$ cat config.mk
export PLATFORM = sky130hd
export DESIGN_NAME = datapath_mc
export DESIGN_NICKNAME = d
export VERILOG_FILES = /design/src/rtl/datapath_mc.sv
export SDC_FILE = /design/constraint.sdc
export NUM_CORES = 1
export LEC_CHECK = 0
export CORE_ASPECT_RATIO = 0.5
export CORE_MARGIN = 4
export CORE_UTILIZATION = 39
export CTS_CLUSTER_DIAMETER = 60
export DETAILED_ROUTE_END_ITERATION = 10
export GPL_TIMING_DRIVEN = 0
export PLACE_DENSITY = 0.59
export SLEW_MARGIN = 5
export SYNTH_ARGS = -nofsm -noshare
export SYNTH_HDL_FRONTEND = slang
export SYNTH_SLANG_ARGS = --single-unit
$ cat constraint.sdc
create_clock -name clk -period 13.7 [get_ports clk]
set_clock_uncertainty 0.2 [all_clocks]
set_input_delay 2.74 -clock clk [delete_from_list [all_inputs] [get_ports clk]]
set_output_delay 2.74 -clock clk [all_outputs]
set_load 0.02 [all_outputs]
$ cat src/rtl/datapath_mc.sv
// datapath_mc: multi-cycle parametrised CPU datapath (decode, 16x register file, Z/N/V flags,
// hardware stack, ready-handshaked data memory). Define DATAPATH_MC_STACK_CHECK_EN for stack fault trapping.
module datapath_mc #(
  parameter int DATA_W = 16,
  parameter int ADDR_W = 10,
  parameter logic [ADDR_W-1:0] SP_RESET = {{(ADDR_W-1){1'b1}}, 1'b0}
) (
  input  logic              clk,
  input  logic              reset,
  input  logic [15:0]       programData,
  input  logic [DATA_W-1:0] readData,
  input  logic              memReady,
  output logic [ADDR_W-1:0] programAddress,
  output logic [ADDR_W-1:0] dataAddress,
  output logic [DATA_W-1:0] writeData,
  output logic              WE,
  output logic              RE,
  output logic              halted,
  output logic              stackFault
);

  typedef enum logic [2:0] {
    S_FETCH, S_DECODE, S_EXEC, S_MEM, S_WB, S_HALT
  } state_e;

  typedef enum logic [3:0] {
    OP_NOP  = 4'h0, OP_ADD  = 4'h1, OP_SUB  = 4'h2, OP_AND = 4'h3,
    OP_OR   = 4'h4, OP_LDI  = 4'h5, OP_ADDI = 4'h6, OP_LD  = 4'h7,
    OP_ST   = 4'h8, OP_PUSH = 4'h9, OP_POP  = 4'hA, OP_CMP = 4'hB,
    OP_JMP  = 4'hC, OP_JZ   = 4'hD, OP_JN   = 4'hE, OP_HALT = 4'hF
  } op_e;

  state_e            state_q, state_d;
  logic [ADDR_W-1:0] pc_q, pc_d;
  logic [ADDR_W-1:0] prog_addr_q, prog_addr_d;
  logic [ADDR_W-1:0] sp_q, sp_d;
  logic [ADDR_W-1:0] data_addr_q, data_addr_d;
  logic [15:0]       ir_q, ir_d;
  logic [DATA_W-1:0] opa_q, opa_d;
  logic [DATA_W-1:0] opb_q, opb_d;
  logic [DATA_W-1:0] opd_q, opd_d;
  logic [DATA_W-1:0] res_q, res_d;
  logic [DATA_W-1:0] mdr_q, mdr_d;
  logic [DATA_W-1:0] wdata_q, wdata_d;
  logic              z_q, z_d, n_q, n_d, v_q, v_d;
  logic              we_q, we_d, re_q, re_d;
  logic              fault_q, fault_d;
  logic [DATA_W-1:0] rf_q [16];
  logic [DATA_W-1:0] rf_d [16];

  op_e               op;
  logic [3:0]        rd;
  logic [DATA_W-1:0] imm;
  logic [DATA_W-1:0] alu_a, alu_b, alu_b_eff, alu_sum, logic_res;
  logic              alu_sub, alu_v;
  logic              writes_rd, push_fault, pop_fault;

  assign op  = op_e'(ir_q[15:12]);
  assign rd  = ir_q[11:8];
  assign imm = DATA_W'($signed(ir_q[7:0]));

`ifdef DATAPATH_MC_STACK_CHECK_EN
  assign push_fault = (sp_q == '0);
  assign pop_fault  = (sp_q == SP_RESET);
`else
  assign push_fault = 1'b0;
  assign pop_fault  = 1'b0;
`endif

  // One shared adder: subtraction is a + ~b + 1, so overflow uses the inverted b operand.
  always_comb begin
    alu_a   = opa_q;
    alu_b   = opb_q;
    alu_sub = 1'b0;
    case (op)
      OP_SUB, OP_CMP: alu_sub = 1'b1;
      OP_ADDI: begin
        alu_a = opd_q;
        alu_b = imm;
      end
      default: ;
    endcase
  end

  assign alu_b_eff = alu_sub ? ~alu_b : alu_b;
  assign alu_sum   = alu_a + alu_b_eff + DATA_W'(alu_sub);
  assign alu_v     = (alu_a[DATA_W-1] == alu_b_eff[DATA_W-1]) &&
                     (alu_sum[DATA_W-1] != alu_a[DATA_W-1]);
  assign logic_res = (op == OP_AND) ? (opa_q & opb_q) : (opa_q | opb_q);

  always_comb begin
    case (op)
      OP_ADD, OP_SUB, OP_AND, OP_OR, OP_LDI, OP_ADDI, OP_LD, OP_POP: writes_rd = 1'b1;
      default:                                                       writes_rd = 1'b0;
    endcase
  end

  // NOTE: every _d gets its hold value first, so no path through the case can infer a latch.
  always_comb begin
    state_d     = state_q;
    pc_d        = pc_q;
    prog_addr_d = prog_addr_q;
    sp_d        = sp_q;
    data_addr_d = data_addr_q;
    ir_d        = ir_q;
    opa_d       = opa_q;
    opb_d       = opb_q;
    opd_d       = opd_q;
    res_d       = res_q;
    mdr_d       = mdr_q;
    wdata_d     = wdata_q;
    z_d         = z_q;
    n_d         = n_q;
    v_d         = v_q;
    we_d        = we_q;
    re_d        = re_q;
    fault_d     = fault_q;
    rf_d        = rf_q;

    case (state_q)
      S_FETCH: state_d = S_DECODE;

      S_DECODE: begin
        // Operands are read straight off the instruction bus while IR is captured.
        ir_d    = programData;
        opa_d   = rf_q[programData[7:4]];
        opb_d   = rf_q[programData[3:0]];
        opd_d   = rf_q[programData[11:8]];
        state_d = S_EXEC;
      end

      S_EXEC: begin
        pc_d    = pc_q + ADDR_W'(1);
        state_d = S_WB;
        case (op)
          OP_ADD, OP_SUB, OP_ADDI, OP_CMP: begin
            res_d = alu_sum;
            z_d   = (alu_sum == '0);
            n_d   = alu_sum[DATA_W-1];
            v_d   = alu_v;
          end
          OP_AND, OP_OR: begin
            res_d = logic_res;
            z_d   = (logic_res == '0);
            n_d   = logic_res[DATA_W-1];
            v_d   = 1'b0;
          end
          OP_LDI: res_d = imm;
          OP_LD: begin
            data_addr_d = opa_q[ADDR_W-1:0];
            re_d        = 1'b1;
            state_d     = S_MEM;
          end
          OP_ST: begin
            data_addr_d = opa_q[ADDR_W-1:0];
            wdata_d     = opd_q;
            we_d        = 1'b1;
            state_d     = S_MEM;
          end
          OP_PUSH: begin
            if (push_fault) begin
              fault_d = 1'b1;
              state_d = S_HALT;
            end else begin
              data_addr_d = sp_q;
              wdata_d     = opd_q;
              we_d        = 1'b1;
              state_d     = S_MEM;
            end
          end
          OP_POP: begin
            if (pop_fault) begin
              fault_d = 1'b1;
              state_d = S_HALT;
            end else begin
              data_addr_d = sp_q + ADDR_W'(1);
              re_d        = 1'b1;
              state_d     = S_MEM;
            end
          end
          OP_JMP: pc_d = opa_q[ADDR_W-1:0];
          OP_JZ:  if (z_q) pc_d = opa_q[ADDR_W-1:0];
          OP_JN:  if (n_q) pc_d = opa_q[ADDR_W-1:0];
          OP_HALT: begin
            pc_d    = pc_q;
            state_d = S_HALT;
          end
          default: ;
        endcase
      end

      S_MEM: begin
        if (memReady) begin
          we_d    = 1'b0;
          re_d    = 1'b0;
          mdr_d   = readData;
          state_d = S_WB;
        end
      end

      S_WB: begin
        if (writes_rd) rf_d[rd] = (op == OP_LD || op == OP_POP) ? mdr_q : res_q;
        if (op == OP_PUSH)     sp_d = sp_q - ADDR_W'(1);
        else if (op == OP_POP) sp_d = sp_q + ADDR_W'(1);
        prog_addr_d = pc_q;
        state_d     = S_FETCH;
      end

      S_HALT: state_d = S_HALT;

      default: state_d = S_FETCH;
    endcase
  end

  // NOTE: state is updated only with non-blocking assignments so every flop samples pre-edge values.
  always_ff @(posedge clk or posedge reset) begin
    if (reset) begin
      state_q     <= S_FETCH;
      pc_q        <= '0;
      prog_addr_q <= '0;
      sp_q        <= SP_RESET;
      data_addr_q <= '0;
      ir_q        <= '0;
      opa_q       <= '0;
      opb_q       <= '0;
      opd_q       <= '0;
      res_q       <= '0;
      mdr_q       <= '0;
      wdata_q     <= '0;
      z_q         <= 1'b0;
      n_q         <= 1'b0;
      v_q         <= 1'b0;
      we_q        <= 1'b0;
      re_q        <= 1'b0;
      fault_q     <= 1'b0;
      // NOTE: the register file is built from flops and cleared on reset; it is not a RAM macro.
      for (int i = 0; i < 16; i++) rf_q[i] <= '0;
    end else begin
      state_q     <= state_d;
      pc_q        <= pc_d;
      prog_addr_q <= prog_addr_d;
      sp_q        <= sp_d;
      data_addr_q <= data_addr_d;
      ir_q        <= ir_d;
      opa_q       <= opa_d;
      opb_q       <= opb_d;
      opd_q       <= opd_d;
      res_q       <= res_d;
      mdr_q       <= mdr_d;
      wdata_q     <= wdata_d;
      z_q         <= z_d;
      n_q         <= n_d;
      v_q         <= v_d;
      we_q        <= we_d;
      re_q        <= re_d;
      fault_q     <= fault_d;
      rf_q        <= rf_d;
    end
  end

  assign programAddress = prog_addr_q;
  assign dataAddress    = data_addr_q;
  assign writeData      = wdata_q;
  assign WE             = we_q;
  assign RE             = re_q;
  assign halted         = (state_q == S_HALT);
  assign stackFault     = fault_q;

endmodule

Word-level counts from Yosys, hierarchy flattened

Memory sizes are Yosys's and may differ from the RTL's.
Index checks and enable logic that the tools add are counted.

Bits in registers: 415
Latch bits: 0
Bits in writable memories: 0
Bits in read-only memories: 16
Logic and storage cells: 136
Memories: 1

Add/subtract/negate cells: 5
$mul: 0
Divide/modulo/power cells: 0
Magnitude comparators: 5
Equality and inequality tests: 23
Shift-type cells: 0
Multiplexer cells: 35
Bitwise logic cells: 8
Reduce and logical (&&, ||, !) cells: 27

Memories:

| memory          | words | width | rd ports | clocked after memory_dff | wr ports | RTL line | RTL |
|---|---|---|---|---|---|---|---|
| (no name shown) | 16    | 1     | 1        | 0                        | 0        | 92       | `case (op)` |

Operator list:

| kind                    | number |
|---|---|
| $bwmux W256             | 1 |
| $bmux W16 S4            | 3 |
| $mux W16                | 12 |
| $demux W16 S4           | 1 |
| $pmux W16 S3            | 1 |
| $mux W10                | 4 |
| $pmux W10 S4            | 1 |
| $eq A4 B4 Y1 const B    | 8 |
| $logic_not A16 Y1       | 2 |
| $pmux W10 S3            | 1 |
| $add A10 B1 Y10 const B | 2 |
| $ge A5 B5 Y1 const B    | 4 |
| $not A4 Y5              | 4 |
| $add A16 B1 Y16         | 1 |
| $add A16 B16 Y16        | 1 |
| $and A16 B16 Y16        | 1 |
| $eq A4 B3 Y1 const B    | 4 |
| $not A16 Y16            | 1 |
| $or A16 B16 Y16         | 1 |
| $reduce_and A2 Y1       | 8 |
| $pmux W3 S5             | 1 |
| $reduce_or A2 Y1        | 5 |
| $sub A10 B1 Y10 const B | 1 |
| $eq A4 B2 Y1 const B    | 2 |
| other kinds (18)        | 33 |

Logic depth before layout (Yosys ltp)

Gate-level depths: netlist of run 1.

Depth after elaboration: 8
Gate-level depth with buffers: 16
Mapped depth without buffers: 13

Worst setup path after synthesis of run 1

Ideal clock, no wire load.

Path type: input to register
Start: input programData[4]
End: register opa_q[13]
Library setup time: 125 ps
Data arrival time: 4516 ps
Required time: 13375 ps
Setup slack: 8859 ps
Stages: 4
Cell sequence: clkbuf_1 > mux4_2 > mux4_2 > mux2_2

Word-level cells in the longest chain between the ends: 4

Ends and longest elaborated chain:

| element                                     | RTL line | RTL |
|---|---|---|
| start: declaration                          | 10       | `input logic [15:0] programData,` |
| $not A4 Y5 (implied by the code)            | 126      | `opa_d = rf_q[programData[7:4]];` |
| $bmux W16 S4                                | 126      |  |
| $mux W16 (implied by the code) (2 in a row) | 126      |  |
| end signal: assignment                      | 245      | `opa_q <= opa_d;` |
| end: declaration                            | 39       | `logic [DATA_W-1:0] opa_q, opa_d;` |

No other way between the ends. The select of a mux whose other input is x is not followed.
A chain may end at the register's enable or synchronous reset.

Worst setup path in the final report of run 1

Start: input programData[1]
End: register opb_q[6]

Word-level cells in the longest chain between the ends: 4

Ends and longest elaborated chain:

| element                                     | RTL line | RTL |
|---|---|---|
| $not A4 Y5 (implied by the code)            | 127      | `opb_d = rf_q[programData[3:0]];` |
| $bmux W16 S4                                | 127      |  |
| $mux W16 (implied by the code) (2 in a row) | 127      |  |
| end signal: assignment                      | 246      | `opb_q <= opb_d;` |
| end: declaration                            | 40       | `logic [DATA_W-1:0] opb_q, opb_d;` |

No other way between the ends. The select of a mux whose other input is x is not followed.

==> flow_summary.ini, run 1 <==
[pwr]
cellPowerDensity_nw_per_um2 = 221
cellLeakagePower_nw = 11.3
power.total_mw = 5.96
vdd_drop_max_mv = 0.0893

[floorplan]
fp-row-count = 63
die_w_um = 357
die_area_sq_um = 65100
die_y_um = 182
boundaryPins = 75
start_util = 0.397
coreArea_sq_um = 59700

[timing]
layout_setup_ws_ns = 8.52
setup_violations = 0
finalCritPeriodShare = 0.378
rsz0062_at_grt = false
slew_headroom = 0.160
clock.fmax_ghz = 0.193
hold_ws_ns = 0.282
max_slew.worst_pin.slew_ns = 1.23
final_period_minus_worst_setup_slack_ns = 5.18
hold_viol = 0
final_max_slew_viol_count = 0
tns_ns = 0

[synthesis]
synth_fp_nets = 2115
ys_warn_count = 0
ys_seq_elements = 415
yosysSeqAreaShare = 0.438
netlist_area_sq_um = 23700
synth_edf_count = 0
synthCells = 2062
synth.distinct_cells = 72
synth.largest_area_cell = dfrtp_1
synth_most_common_cell = dfrtp_1
synthArstFlopShare = 1.00
postSynthAreaPerCell_sq_um = 11.5
ys_top_cells_by_area = dfrtp_1 (43%), mux4_2 (23%), a21oi_1 (4.5%), mux2_2 (4.4%), nor2_1 (3.9%)
synthFlopType = dfrtp_1
synth_top_area_share = 0.428
netlist_top_cells_count = dfrtp_1 (406), nor2_1 (247), mux4_2 (240), a21oi_1 (214), nand2_1 (213)

[clocking]
clock_latency_ns = 0.57
numClockSinks = 415
cts_tree = done
cts_root_buffer = clkbuf_16
cts_buffers = 43
clockBufferDepth = 3
ctsResizeCount = 0
cts_setup_buffers = 0
cts_hold_buf = 0
htreeDepth = 2
path_clk_slew_ns = 0.06

[drt]
post-route-drc-count = 0
drtIter0Drc = 1754
wl_per_cell_um = 25.5
detail-route-antenna-nets = 0
drt-pass1-iter-count = 5
routed_wl_um = 77200
vias = 18000
viasPerCell = 5.97

[placement]
dpl_cell_area_sq_um = 25600
dpl.cell_count = 2947
io_buffers = 61
dp_hpwl_um = 60300
place.gp.congestion = 0.953
dp_slack_ns = 8.07

[critical_path]
required_ns = 13.94
cp_max_fo = 10
crit_chain = clkbuf_1 -> clkbuf_1 -> mux4_2 -> mux4_2 -> mux2_2
cp-end-kind = flop
arrival_ns = 5.41
slowest_delay_ns = 0.74
slowest_stage = clkbuf_1
worstSetupStartpointType = input port
worstSetupPathType = input port to flop

[layout]
fin_area_sq_um = 27000
multi_input_area_sq_um = 12500
layoutNonFillerInstCount = 3022
drive_above_1_share = 0.224
synthToLayoutAreaGrowth_pct = 13.8
fillers = 5547
seq_area_sq_um = 10400
nNetsFinal = 2233
diodes = 0
final_util = 0.452

[global_route]
grt_pass1_wl_um = 116000
grt_pass1_vias = 17800
grt_start_max_net_pins = 39
antenna_found_initial = 1
grt_use_total = 0.237
overflow = 0

[worst_hold_path]
worstHoldPathType = flop to flop

[status]
status = finished, final reports clean

[job]
cap_violations = 0
-- routing by layer --
layer	global-route usage	wire length, um	part of all wire
met1	0.320	31500	0.41
met2	0.371	35200	0.46
met3	0.0920	9350	0.12
met4	0.0391	1140	0.015
met5	0	9	0.00012
-- flip-flops by register name (all words and copies together) (netlist names), 16 cells and up --
name	count
ir_q	16
mdr_q	16
opa_q	16
opb_q	16
opd_q	16
res_q	16
rf_q	256
writeData	16
-- critical path, delay by kind of cell --
kind / cells / cell delay, ns
multiplexers: 3 / 1.28
buffers and inverters: 2 / 1.38
-- layout make-up --
type / instances / area share
Buffer: 180 / 0.0277
Clock buffer: 57 / 0.0448
Clock inverter: 18 / 0.00709
Inverter: 15 / 0.00223
Multi-Input combinational cell: 1452 / 0.464
Sequential cell: 415 / 0.385
Tap cell: 812 / 0.0376
Timing Repair Buffer: 73 / 0.0315
-- cell usage in the layout (no fill, tap or decap), types with 6 or more instances in the layout --
cell type	instances
a211oi_1	8
a21o_1	6
a21oi_1	214
a221oi_1	20
a31oi_1	13
and3_1	10
buf_12	12
buf_2	49
clkbuf_1	129
clkbuf_16	43
clkbuf_8	8
clkdlybuf4s50_1	61
clkinv_2	8
dfrtp_1	406
dfstp_2	9
ha_1	17
inv_1	14
maj3_1	15
mux2_2	93
mux2i_1	30
mux4_2	240
nand2_1	213
nand2b_1	11
nand3_1	16
nor2_1	247
nor3_1	11
o21a_1	8
o21ai_0	129
o21ai_1	7
o22a_1	10
o22ai_1	9
xnor2_1	28
xor2_1	12
-- where the power goes --
group          switching [mW]  internal [mW]
registers               0.464           1.70
clock network           0.520          0.679
logic                    1.44           1.15
total                    2.42           3.53
-- kinds of logic (layout without fill, tap and decap cells) --
group	Yosys count	in the layout	share of synthesized area
AOI/OAI and AO/OA	457	457	0.111
xor gates and xnor gates	40	40	0.0148
adders and majority gates	33	33	0.0161
buffers and inverters	195	343	0.0339
DFF	415	415	0.438
muxes	363	363	0.285
other	1	1	0.000158
and+or+nand+nor	558	558	0.101
-- path summary, 6_finish.rpt --
check / cells past startpoint / endpoint / slack (ns) / from
worst min register to register: 2 / programAddress[0]$_DFFE_PP0P_ / 0.28 / programAddress[0]$_DFFE_PP0P_
min in group asynchronous: 2 / ir_q[12]$_DFFE_PP0N_ / 2.30 / reset
max in group asynchronous: 7 / rf_q[131]$_DFFE_PP0P_ / 9.43 / reset
worst max register to register: 16 / z_q$_DFFE_PP0P_ / 8.58 / ir_q[14]$_DFFE_PP0N_
worst min-delay path: 2 / programAddress[0]$_DFFE_PP0P_ / 0.28 / programAddress[0]$_DFFE_PP0P_
worst max-delay path: 5 / opb_q[6]$_DFFE_PP0N_ / 8.52 / programData[1]
(Power assumes the default switching activity.)
==> run 2: changes to the inputs <==
--- a/config.mk
+++ b/config.mk
@@ -11,7 +11,7 @@
 export CTS_CLUSTER_DIAMETER = 60
 export DETAILED_ROUTE_END_ITERATION = 10
 export GPL_TIMING_DRIVEN = 0
-export PLACE_DENSITY = 0.59
+export PLACE_DENSITY = 0.57
 export SLEW_MARGIN = 5
 export SYNTH_ARGS = -nofsm -noshare
 export SYNTH_HDL_FRONTEND = slang
==> constraint.sdc (replaced) <==
create_clock -name clk -period 5.31 [get_ports clk]
set_clock_uncertainty 0.2 [all_clocks]
set_input_delay 1.062 -clock clk [delete_from_list [all_inputs] [get_ports clk]]
set_output_delay 1.062 -clock clk [all_outputs]
set_load 0.02 [all_outputs]
==> run 2 against run 1 <==
Wire length is 3.7% higher; via count up 0.23%; highest routed layer unchanged; die area stayed put.
==> flow_summary.ini, run 2 (synthesis gave the netlist of run 1 again) <==
[status]
status = finished, final reports clean

[floorplan]
die_area_sq_um = 65100
fp-row-count = 63
coreArea_sq_um = 59700
die_w_um = 357
start_util = 0.397
die_y_um = 182
boundaryPins = 75

[global_route]
grt_pass1_wl_um = 119000
grt_use_total = 0.246
antenna_found_initial = 3
overflow = 0
grt_pass1_vias = 17700
grt_start_max_net_pins = 40

[timing]
hold_viol = 0
setup_violations = 0
max_slew.worst_pin.slew_ns = 1.35
final_period_minus_worst_setup_slack_ns = 4.90
tns_ns = 0
final_max_slew_viol_count = 0
slew_headroom = 0.0753
rsz0062_at_grt = false
clock.fmax_ghz = 0.204
finalCritPeriodShare = 0.923

[placement]
dpl.cell_count = 2947
dp_hpwl_um = 61600
dpl_cell_area_sq_um = 25600
place.gp.congestion = 0.939
io_buffers = 61

[layout]
layoutNonFillerInstCount = 3021
synthToLayoutAreaGrowth_pct = 13.8
fillers = 5583
drive_above_1_share = 0.224
mostFrequentLayoutCells = dfrtp_1 (406), nor2_1 (247), mux4_2 (240)
final_util = 0.452
nNetsFinal = 2232
diodes = 0
largest_reg_flops = 256
multi_input_area_sq_um = 12500
seq_area_sq_um = 10400
fin_area_sq_um = 27000
final_common_cell = dfrtp_1
largest-register = rf_q

[critical_path]
arrival_ns = 5.16
cp.depth = 16
crit_buf_inv = 4
cp-startpoint = ir_q[14]$_DFFE_PP0N_
path_delay_family = simple AND/OR/NAND/NOR gates
required_ns = 5.57
reg2reg_setup_slack_ns = 0.41
cp-endpoint = z_q$_DFFE_PP0P_
reg2reg_depth = 16
worstReg2RegStart = ir_q[14]$_DFFE_PP0N_
cp-end-kind = flop
slowest_stage = or4_1
worstSetupStartpointType = flop
crit-reg2reg-capture = z_q$_DFFE_PP0P_
cp_max_fo = 10
slowest_delay_ns = 0.46
crit_chain = buf_2 -> nor4bb_1 -> clkbuf_1 -> clkbuf_2 -> clkbuf_1 -> nand2_1 -> nand2_1 -> ha_1 -> and2_1 -> o31a_1 -> and2_0 -> or4_1 -> nand4bb_1 -> nor4_2 -> nand4b_1 -> o31ai_2
worstSetupPathType = flop to flop

[drt]
wl_per_cell_um = 26.5
vias = 18100
post-route-drc-count = 0
routed_wl_um = 80100
drt-pass1-iter-count = 5
drtIter0Drc = 1814
detail-route-antenna-nets = 0
viasPerCell = 5.99

[worst_hold_path]
worstHoldPathType = flop to flop
min_path_cells = 2

[pwr]
p_comb_frac = 0.438
cellPowerDensity_nw_per_um2 = 574
p_sw_frac = 0.411
power.internal_mw = 9.12
cellLeakagePower_nw = 11.3
clockPowerShare = 0.200
vdd_drop_max_mv = 0.259
p_seq_frac = 0.361
power.total_mw = 15.5
p_switching_mw = 6.36

[clocking]
cts_tree = done
htreeDepth = 2
numClockSinks = 415
cts_buffers = 42
clockBufferDepth = 3
path_clk_slew_ns = 0.07
clock_latency_ns = 0.57
cts_root_buffer = clkbuf_16

[job]
cap_violations = 0
==> run 2: cell types whose count changed in the layout (fill, tap and decap cells not counted), sizes merged <==
cell	change
clkinv	-3
clkinvlp	+3
clkbuf	+2
inv	-3
==> run 2: how the worst min path moves through the flow <==
stage,from,to,slack [ns]
final,WE$_DFFE_PP0P_,WE$_DFFE_PP0P_,0.28
after global routing,dataAddress[0]$_DFFE_PP0P_,dataAddress[0]$_DFFE_PP0P_,0.31
after CTS,WE$_DFFE_PP0P_,WE$_DFFE_PP0P_,0.29
after detailed placement,WE$_DFFE_PP0P_,WE$_DFFE_PP0P_,0.27
after global placement,WE$_DFFE_PP0P_,WE$_DFFE_PP0P_,0.26
after floorplan,pc_q[5]$_DFFE_PP0P_,programAddress[5]$_DFFE_PP0P_,0.25
==> run 2: power groups by stage <==
stage | Clock (mW) | Sequential, mW | Combinational, mW
global route | 3.28 | 5.75 | 7.26
floorplan | 0 | 5.33 | 4.42
detailed placement | 0 | 5.59 | 6.60
global placement | 0 | 5.52 | 6.52
CTS | 3.14 | 5.55 | 6.63
finish | 3.10 | 5.59 | 6.79
==> run 2: per-layer routing <==
| metal | part of all wire | GRT usage | routed length, um |
|---|---|---|---|
| met1 | 0.41 | 0.337 | 33100 |
| met2 | 0.44 | 0.368 | 35000 |
| met3 | 0.13 | 0.103 | 10300 |
| met4 | 0.020 | 0.0449 | 1570 |
| met5 | 0.0016 | 0.00889 | 126 |
==> run 2: final cells by class <==
cell class | count | share of cell area
sequential | 415 | 0.385
clock inverter | 15 | 0.00644
timing repair buffer | 73 | 0.0315
buffer | 180 | 0.0278
inverter | 15 | 0.00223
clock buffer | 59 | 0.0454
multi-input combinational | 1452 | 0.464
tap | 812 | 0.0376
==> run 2: repair_timing <==
item                                    4_1_cts  5_1_grt
gates resized for setup                       0        2
hold buffers                                  0        0
hold endpoints to repair                      0        0
endpoints found under the setup margin        0        1
setup buffers                                 0        0
==> run 2: stage by stage <==
stage	setup WS, ns	hold WS (ns)
floorplan	-1.54	0.255
global placement	-4.63	0.263
detailed placement	0.324	0.269
CTS	0.275	0.285
global route	0.146	0.308
finish	0.410	0.277
==> run 2: worst min-delay path: cells and delay by family (launching register included) <==
family           cells  cell delay [ns]
flip-flops           1             0.34
AND/OR/NAND/NOR      2             0.10
